<file path="src/rtl/pic_fetch_sequencer.sv">
// ---------------------------------------------------------------------------
// pic_fetch_sequencer
//
// Instruction-fetch controller for a 14-bit PIC16-style core. It drives the
// address of an asynchronous program ROM and holds a two-stage fetch/execute
// pipeline. GOTO, CALL, RETURN, RETFIE and RETLW are resolved here using a
// circular hardware return stack. Execute-stage skips are also handled here.
// The instruction register and its address are handed to the execute unit.
//
// Ports:
//   clk          system clock, all state changes on the rising edge
//   rst_n        asynchronous active-low reset
//   en           advance enable; 0 freezes every register (execute stall)
//   rom_addr     ROM address, combinationally equal to the pc register
//   rom_data     ROM word at rom_addr (combinational ROM)
//   skip         squash the instruction following the one currently in ir
//   ir           instruction being executed
//   ir_valid     ir holds a real instruction (0 = bubble, execute as NOP)
//   ir_pc        address of the instruction in ir
//   stack_depth  occupied return-stack entries, saturating 0..STACK_DEPTH
//   stack_ovf    sticky: a push happened while the stack was full
//   stack_unf    sticky: a pop happened while the stack was empty
// ---------------------------------------------------------------------------
module pic_fetch_sequencer #(
  parameter int          ADDR_W      = 11,
  parameter int          STACK_DEPTH = 8,
  parameter int unsigned RESET_VEC   = 0
) (
  input  logic                           clk,
  input  logic                           rst_n,
  input  logic                           en,
  output logic [ADDR_W-1:0]              rom_addr,
  input  logic [13:0]                    rom_data,
  input  logic                           skip,
  output logic [13:0]                    ir,
  output logic                           ir_valid,
  output logic [ADDR_W-1:0]              ir_pc,
  output logic [$clog2(STACK_DEPTH):0]   stack_depth,
  output logic                           stack_ovf,
  output logic                           stack_unf
);

  localparam int SP_W = $clog2(STACK_DEPTH);
  localparam logic [SP_W:0] DEPTH_FULL = (SP_W+1)'(STACK_DEPTH);

  typedef enum logic [1:0] {
    OP_SEQ,
    OP_GOTO,
    OP_CALL,
    OP_RET
  } op_e;

  logic [ADDR_W-1:0] pc;
  logic [SP_W-1:0]   sp;
  logic [ADDR_W-1:0] stack_mem [STACK_DEPTH];

  op_e               op;
  logic [ADDR_W-1:0] branch_target;
  logic [SP_W-1:0]   sp_dec;

  logic [ADDR_W-1:0] pc_next;
  logic              ir_valid_next;
  logic [SP_W-1:0]   sp_next;
  logic [SP_W:0]     depth_next;
  logic              ovf_next;
  logic              unf_next;
  logic              push;

  assign rom_addr      = pc;
  assign branch_target = ADDR_W'(ir[10:0]);
  assign sp_dec        = sp - SP_W'(1);

  // Classify the word in ir. Bubbles are never decoded, so an invalid ir
  // always looks like a plain sequential instruction.
  always_comb begin
    op = OP_SEQ;
    if (ir_valid) begin
      if (ir[13:11] == 3'b101) begin
        op = OP_GOTO;
      end else if (ir[13:11] == 3'b100) begin
        op = OP_CALL;
      end else if ((ir == 14'h0008) || (ir == 14'h0009) || (ir[13:10] == 4'b1101)) begin
        op = OP_RET;
      end
    end
  end

  // Next-state logic. A taken branch squashes the word that is being fetched
  // at the old pc, so it costs one bubble plus the branch cycle itself. A skip
  // only squashes; fetch carries on sequentially. The depth counter saturates
  // while sp keeps wrapping, which is what makes the stack circular.
  always_comb begin
    pc_next       = pc + ADDR_W'(1);
    ir_valid_next = 1'b1;
    sp_next       = sp;
    depth_next    = stack_depth;
    ovf_next      = stack_ovf;
    unf_next      = stack_unf;
    push          = 1'b0;
    case (op)
      OP_GOTO: begin
        pc_next       = branch_target;
        ir_valid_next = 1'b0;
      end
      OP_CALL: begin
        push          = 1'b1;
        sp_next       = sp + SP_W'(1);
        pc_next       = branch_target;
        ir_valid_next = 1'b0;
        if (stack_depth == DEPTH_FULL) begin
          ovf_next = 1'b1;
        end else begin
          depth_next = stack_depth + (SP_W+1)'(1);
        end
      end
      OP_RET: begin
        pc_next       = stack_mem[sp_dec];
        sp_next       = sp_dec;
        ir_valid_next = 1'b0;
        if (stack_depth == '0) begin
          unf_next = 1'b1;
        end else begin
          depth_next = stack_depth - (SP_W+1)'(1);
        end
      end
      default: begin
        if (ir_valid && skip) begin
          ir_valid_next = 1'b0;
        end
      end
    endcase
  end

  // Pipeline, pc and stack bookkeeping registers.
  always_ff @(posedge clk or negedge rst_n) begin
    if (!rst_n) begin
      pc          <= ADDR_W'(RESET_VEC);
      ir          <= 14'h0000;
      ir_valid    <= 1'b0;
      ir_pc       <= '0;
      sp          <= '0;
      stack_depth <= '0;
      stack_ovf   <= 1'b0;
      stack_unf   <= 1'b0;
    end else if (en) begin
      pc          <= pc_next;
      ir          <= rom_data;
      ir_pc       <= pc;
      ir_valid    <= ir_valid_next;
      sp          <= sp_next;
      stack_depth <= depth_next;
      stack_ovf   <= ovf_next;
      stack_unf   <= unf_next;
    end
  end

  // Return-stack storage. Its contents are don't-care after reset, so it has
  // no reset. The pushed value is the current pc, which is ir_pc + 1 whenever
  // a valid CALL sits in ir.
  always_ff @(posedge clk) begin
    if (en && push) begin
      stack_mem[sp] <= pc;
    end
  end

endmodule

</file>
<file path="config.mk">
export PLATFORM = sky130hd
export DESIGN_NAME = pic_fetch_sequencer
export DESIGN_NICKNAME = d
export VERILOG_FILES = /design/src/rtl/pic_fetch_sequencer.sv
export SDC_FILE = /design/constraint.sdc
export NUM_CORES = 1
export LEC_CHECK = 0
export ABC_AREA = 1
export ABC_CLOCK_PERIOD_IN_PS = 4100
export CORE_MARGIN = 8
export CORE_UTILIZATION = 47
export DETAILED_ROUTE_END_ITERATION = 12
export PLACE_DENSITY = 0.66
export SYNTH_ARGS = -nofsm -noshare
export SYNTH_HDL_FRONTEND = slang
export SYNTH_SLANG_ARGS = --single-unit
</file>
<file path="constraint.sdc">
create_clock -name clk -period 4.1 [get_ports clk]
set_input_delay 0.82 -clock clk [delete_from_list [all_inputs] [get_ports clk]]
set_output_delay 0.82 -clock clk [all_outputs]
set_load 0.05 [all_outputs]
</file>
== After elaboration in Yosys (flattened, before gate mapping) ==
Memories as Yosys holds them, arrays and structs flattened.
Cells that the tools add are included.
Cells by class
  add/sub/neg operators: 5
  equality and inequality tests: 11
  multiplexer cells: 14
  reductions and logical operators: 12
Operators by type and width (count)
  14-bit by 4-bit == test with 1-bit output, second input constant: 2
  11-bit case mux with 2 select lines: 1
  11-bit by 1-bit adder with 11-bit output, second input constant: 1
  4-bit == test, second input constant: 2
  2-bit 2-to-1 mux: 4
  4-bit 2-to-1 mux: 2
  4-bit case mux with 2 select lines: 1
  3-bit == test, second input constant: 2
  3-bit case mux with 2 select lines: 1
  3-bit AND reduction: 2
  1-bit 2-to-1 mux: 5
  4-bit by 1-bit adder with 4-bit output, second input constant: 1
  2-bit == test, second input constant: 2
  4-bit logical NOT: 1
  2-bit != test, second input constant: 2
  4-bit AND reduction: 1
  4-bit by 1-bit subtractor with 4-bit output, second input constant: 1
  3-bit by 1-bit adder with 3-bit output, second input constant: 1
  3-bit OR reduction: 1
  3-bit by 1-bit subtractor with 3-bit output, second input constant: 1
  2-bit by 1-bit == test with 1-bit output, second input constant: 1
  1-bit logical AND: 2
  1-bit logical OR: 2
  2-bit AND reduction: 1
  2 further kinds: 2
Word-level totals
  flip-flop bits (word level): 46
  bits in writable memories: 88
  output and inout bits: 43
  memories: 1
Memory list
  stack_mem: depth 8, width 11, rd ports 1, clocked after memory_dff 0, write ports 1, line 55  | logic [ADDR_W-1:0] stack_mem [STACK_DEPTH];

== Logic depth before layout (Yosys ltp) ==
  word-level depth: 12
  gate-level depth with buffers: 17
  depth with buffers taken out: 16

== Worst setup path after synthesis ==
OpenSTA, ideal clock, no wires.
  path kind: reg2reg
  from: reg ir[13]
  to: mem stack_mem[3][0] (enable)
  setup time: 0.378 ns
  arrival time: 2.207 ns
  path slack: 1.515 ns
  stages on the path, launching flop included: 13
  period minus slack after synthesis: 2.585 ns
  cell sequence: dfrtp_1 -> inv_1 -> nand2_1 -> nor3_1 -> nand3_1 -> nand2_1 -> nand2_1 -> a21oi_1 -> ha_1 -> nand2_1 -> inv_1 -> nand2_1 -> nor2_1
On the way
  word-level cells in the longest chain between the ends: 12
RTL lines
  start, declared: line 35  | output logic [13:0] ir,
  start signal, assigned: line 147  | ir <= rom_data;
  14-bit by 4-bit == test with 1-bit output: line 82  | end else if ((ir == 14'h0008) || (ir == 14'h0009) || (ir[13:10] == 4'b1101)) begin
  1-bit logical OR (2 in series): line 82
  2-bit 2-to-1 mux: line 82
  2-bit 2-to-1 mux: line 80  | end else if (ir[13:11] == 3'b100) begin
  2-bit 2-to-1 mux *: line 78  | if (ir[13:11] == 3'b101) begin
  2-bit 2-to-1 mux *: line 77  | if (ir_valid) begin
  2-bit == test *: line 100  | case (op)
  1-bit 2-to-1 mux *: line 100
  1-bit logical AND *: line 161  | if (en && push) begin
  1-bit 2-to-1 mux *: line 161
  1-bit 2-to-1 mux (implied by the code) *: line 162  | stack_mem[sp] <= pc;
  end, declared: line 55
Every way passes the cells marked *; elsewhere a longest branch is shown, timed or not.

== Worst setup path after layout ==
  from: reg ir[13]
  to: reg pc[7] (netlist: rom_addr[7])
On the way
  word-level cells in the longest chain between the ends: 10
RTL lines
  14-bit by 4-bit == test with 1-bit output: line 82
  1-bit logical OR (2 in series): line 82
  2-bit 2-to-1 mux: line 82
  2-bit 2-to-1 mux: line 80
  2-bit 2-to-1 mux *: line 78
  2-bit 2-to-1 mux *: line 77
  2-bit == test or 2-bit by 1-bit == test with 1-bit output (tied branches): line 100
  2-bit OR reduction (no line)
  11-bit case mux with 2 select lines *: line 100
  end signal, assigned: line 137  | pc <= ADDR_W'(RESET_VEC);
  end signal, assigned: line 146  | pc <= pc_next;
  end, declared: line 53  | logic [ADDR_W-1:0] pc;
Marks and branches as above.
A chain may end at the register's enable or synchronous reset.

==> flow_metrics.tcl <==
set metrics [dict create \
    outcome "completed" \
    ff2ff_setup_slack_ns 0.80 \
    overflow 0 \
    clk_latency_ns 0.41 \
    cp_data_arrival_time_ns 3.63 \
    cp_num_buf_inv 2 \
    ant_nets 0 \
    ys_types 32 \
    dp_cells 817 \
    syn_nets 624 \
    cts_resized 0 \
    syn_inst 596 \
    fmax_ghz 0.303 \
    core_area_um2 12500 \
    synth-edff-count 88 \
    path_cells "inv_1 > nand2_1 > nor3_1 > nand3_1 > nand2_1 > nand2_1 > a21oi_1 > ha_1 > inv_1 > a21oi_1 > nand3_1 > nand3_2 > nand2_2 > a21oi_2" \
    yosysSeqAreaShare 0.637 \
    min_period_over_period 0.804 \
    n_antenna_cell 0 \
    dp_slack_ns 0.836 \
    io_pins 61 \
    synth_top_area_share 0.444 \
    synth_flop_cell "edfxtp_1" \
    grtUsageTotal 0.184 \
    peakVddDrop_mv 0.307 \
    wl_per_cell_um 17.3 \
    nets 692 \
    die-width_um 129 \
    design_area_um2 7310 \
    gp_congestion 0.889 \
    dieArea_um2 16500 \
    cts_buffers 17 \
    drive_gt1_frac 0.0871 \
    hold_path.class "flip-flop to flip-flop" \
    hold_buffers 0 \
    final_cell_mix "193 x nand2_1, 88 x edfxtp_1, 67 x nand3_1, 59 x clkdlybuf4s50_1, 46 x dfrtp_1" \
    ys_ff_latch 134 \
    dp_hpwl_um 9740 \
    cp-end-kind "flip-flop" \
    rsz0062_at_grt "false" \
    initial_core_util 0.476 \
    tns_ns 0 \
    p_leak_uw 0.00303 \
    grt_max_degree 49 \
    viasPerCell 5.28 \
    yosys-top-cells-area "edfxtp_1 44%, dfrtp_1 19%, nand2_1 12%" \
    crit_slowest_cell "a21oi_1" \
    syn_area_um2 5950 \
    cp_common_cell "nand2_1" \
    start_kind "flip-flop" \
    yosysWarnings 0 \
    setup_ws_ns 0.805 \
    clock_sinks 134 \
    portBuffers 60 \
    path_class "flip-flop to flip-flop" \
    clockBufferDepth 2 \
    area_growth_pct 22.8 \
    ys_async_sr_fraction 0.343 \
    slowest_delay_ns 0.74 \
    avgSynthCellArea_um2 9.99 \
    drc 0 \
    fin_cells 849 \
    relSlewSlack 0.302 \
    period_needed_ns 3.30 \
    firstDrtPassIters 5 \
    crit_fanout 11 \
    die_h_um 129 \
    ctsRootBufferMaster "clkbuf_16" \
    layout_commonest_cell "nand2_1" \
    fillers 1064 \
    finalSetupViolations 0 \
    clk_pin_slew_worst_paths_ns 0.06 \
    max-cap-violations 0 \
    rows 41 \
    wl_um 14700 \
    first_global_vias 4446 \
    h-tree-depth 4 \
    post_cts_buffers 0 \
    drt-initial-drc-count 343 \
    p_per_area_nw_per_um2 694 \
    worstPathRequired_ns 4.44 \
    vias 4480 \
    synth_largest_area_cell "edfxtp_1" \
    placedInstanceArea_um2 6740 \
    tritoncts "done" \
    final.setup_skew_ns 0.00967 \
    path_delay_family "compound AO/OA/AOI/OAI gates" \
    hold_viol 0 \
    tightest_slew_ns 1.05 \
    grt_pass1_wl_um 23700 \
    antenna_found_initial 0 \
    slew_viol_final 0 \
]
-- stage by stage --
step | total power, uW | hold slack (ns) | util
finish | 5070 | 0.470 | 0.584
global route | 5320 | 0.494 | 0.584
CTS | 5090 | 0.474 | 0.584
detailed placement | 3650 | 0.459 | 0.539
global placement | 3650 | 0.455 | 0.539
floorplan | 3030 | 0.524 | -
-- cell usage after synthesis (2+ instances only) --
cell / n
buf_4: 2
a21oi_2: 2
nand2_1: 193
dfrtp_1: 46
inv_2: 2
inv_1: 40
nand3_1: 67
nor3_1: 5
a22oi_1: 3
ha_1: 9
a21oi_1: 20
xor2_1: 9
buf_2: 13
nand3_2: 3
clkbuf_1: 9
nor2_2: 2
o21ai_0: 29
nand2_2: 2
o22ai_1: 3
edfxtp_1: 88
nand4_1: 2
nor2_1: 37
-- layout make-up --
type	count	area (um^2)	share of cell area
Timing Repair Buffer	74	701	0.0959
Sequential cell	134	3790	0.519
Clock buffer	23	500	0.0685
Clock inverter	9	65.1	0.00890
Inverter	43	161	0.0221
Tap cell	172	215	0.0294
Multi-Input combinational cell	394	1870	0.256
-- kinds of logic (layout without fill, tap and decap cells) --
| kind of cell | count (synthesis) | count (layout) | synth area share |
|---|---|---|---|
| AND/OR/NAND/NOR | 313 | 313 | 0.220 |
| flip-flops | 134 | 134 | 0.637 |
| buffers and inverters | 68 | 149 | 0.0481 |
| AO/OA/AOI/OAI | 62 | 62 | 0.0593 |
| adder cells (fa/ha/maj) | 10 | 10 | 0.0223 |
| XOR/XNOR | 9 | 9 | 0.0132 |
-- flip-flops by register name, indices dropped and copies added (netlist names) --
register / count
ir: 14
ir_pc: 11
ir_valid: 1
rom_addr: 11
sp: 3
stack_depth: 4
stack_mem: 88
stack_ovf: 1
stack_unf: 1
-- report_power, final --
part	leakage [uW]	total, uW	internal, uW	switching (uW)
clock network	0.000279	1430	867	565
logic	0.00139	1780	523	1260
registers	0.00136	1860	1660	207
total	0.00303	5070	3050	2030
-- worst reg2reg max path, delay by kind of cell (launching register included) --
family	cells	cell delay, ns
compound gates	3	1.11
fa+ha+maj	1	0.33
buf+inv	2	0.29
flops	1	0.42
simple gates	8	1.09
-- path summary, 6_finish.rpt --
path                                       from                 endpoint  depth (start not counted)
min reg2reg                ir_pc[0]$_DFFE_PN0P_     ir_pc[0]$_DFFE_PN0P_                          2
min in group asynchronous                 rst_n     ir_valid$_DFFE_PN0P_                          1
max                          ir[13]$_DFFE_PN0P_  rom_addr[7]$_DFFE_PN0P_                         14
min                        ir_pc[0]$_DFFE_PN0P_     ir_pc[0]$_DFFE_PN0P_                          2
max reg2reg                  ir[13]$_DFFE_PN0P_  rom_addr[7]$_DFFE_PN0P_                         14
max in group asynchronous                 rst_n  rom_addr[7]$_DFFE_PN0P_                          1
-- per-layer routing --
| layer | GRT usage | up-vias | share of wire |
|---|---|---|---|
| met4 | 0.0615 | 0 | 0.016 |
| li1 | - | 2133 | - |
| met3 | 0.0484 | 23 | 0.073 |
| met1 | 0.259 | 2144 | 0.47 |
| met2 | 0.270 | 180 | 0.45 |
| met5 | 0 | - | 0 |
Note: power is estimated with default switching activity, not from simulation.
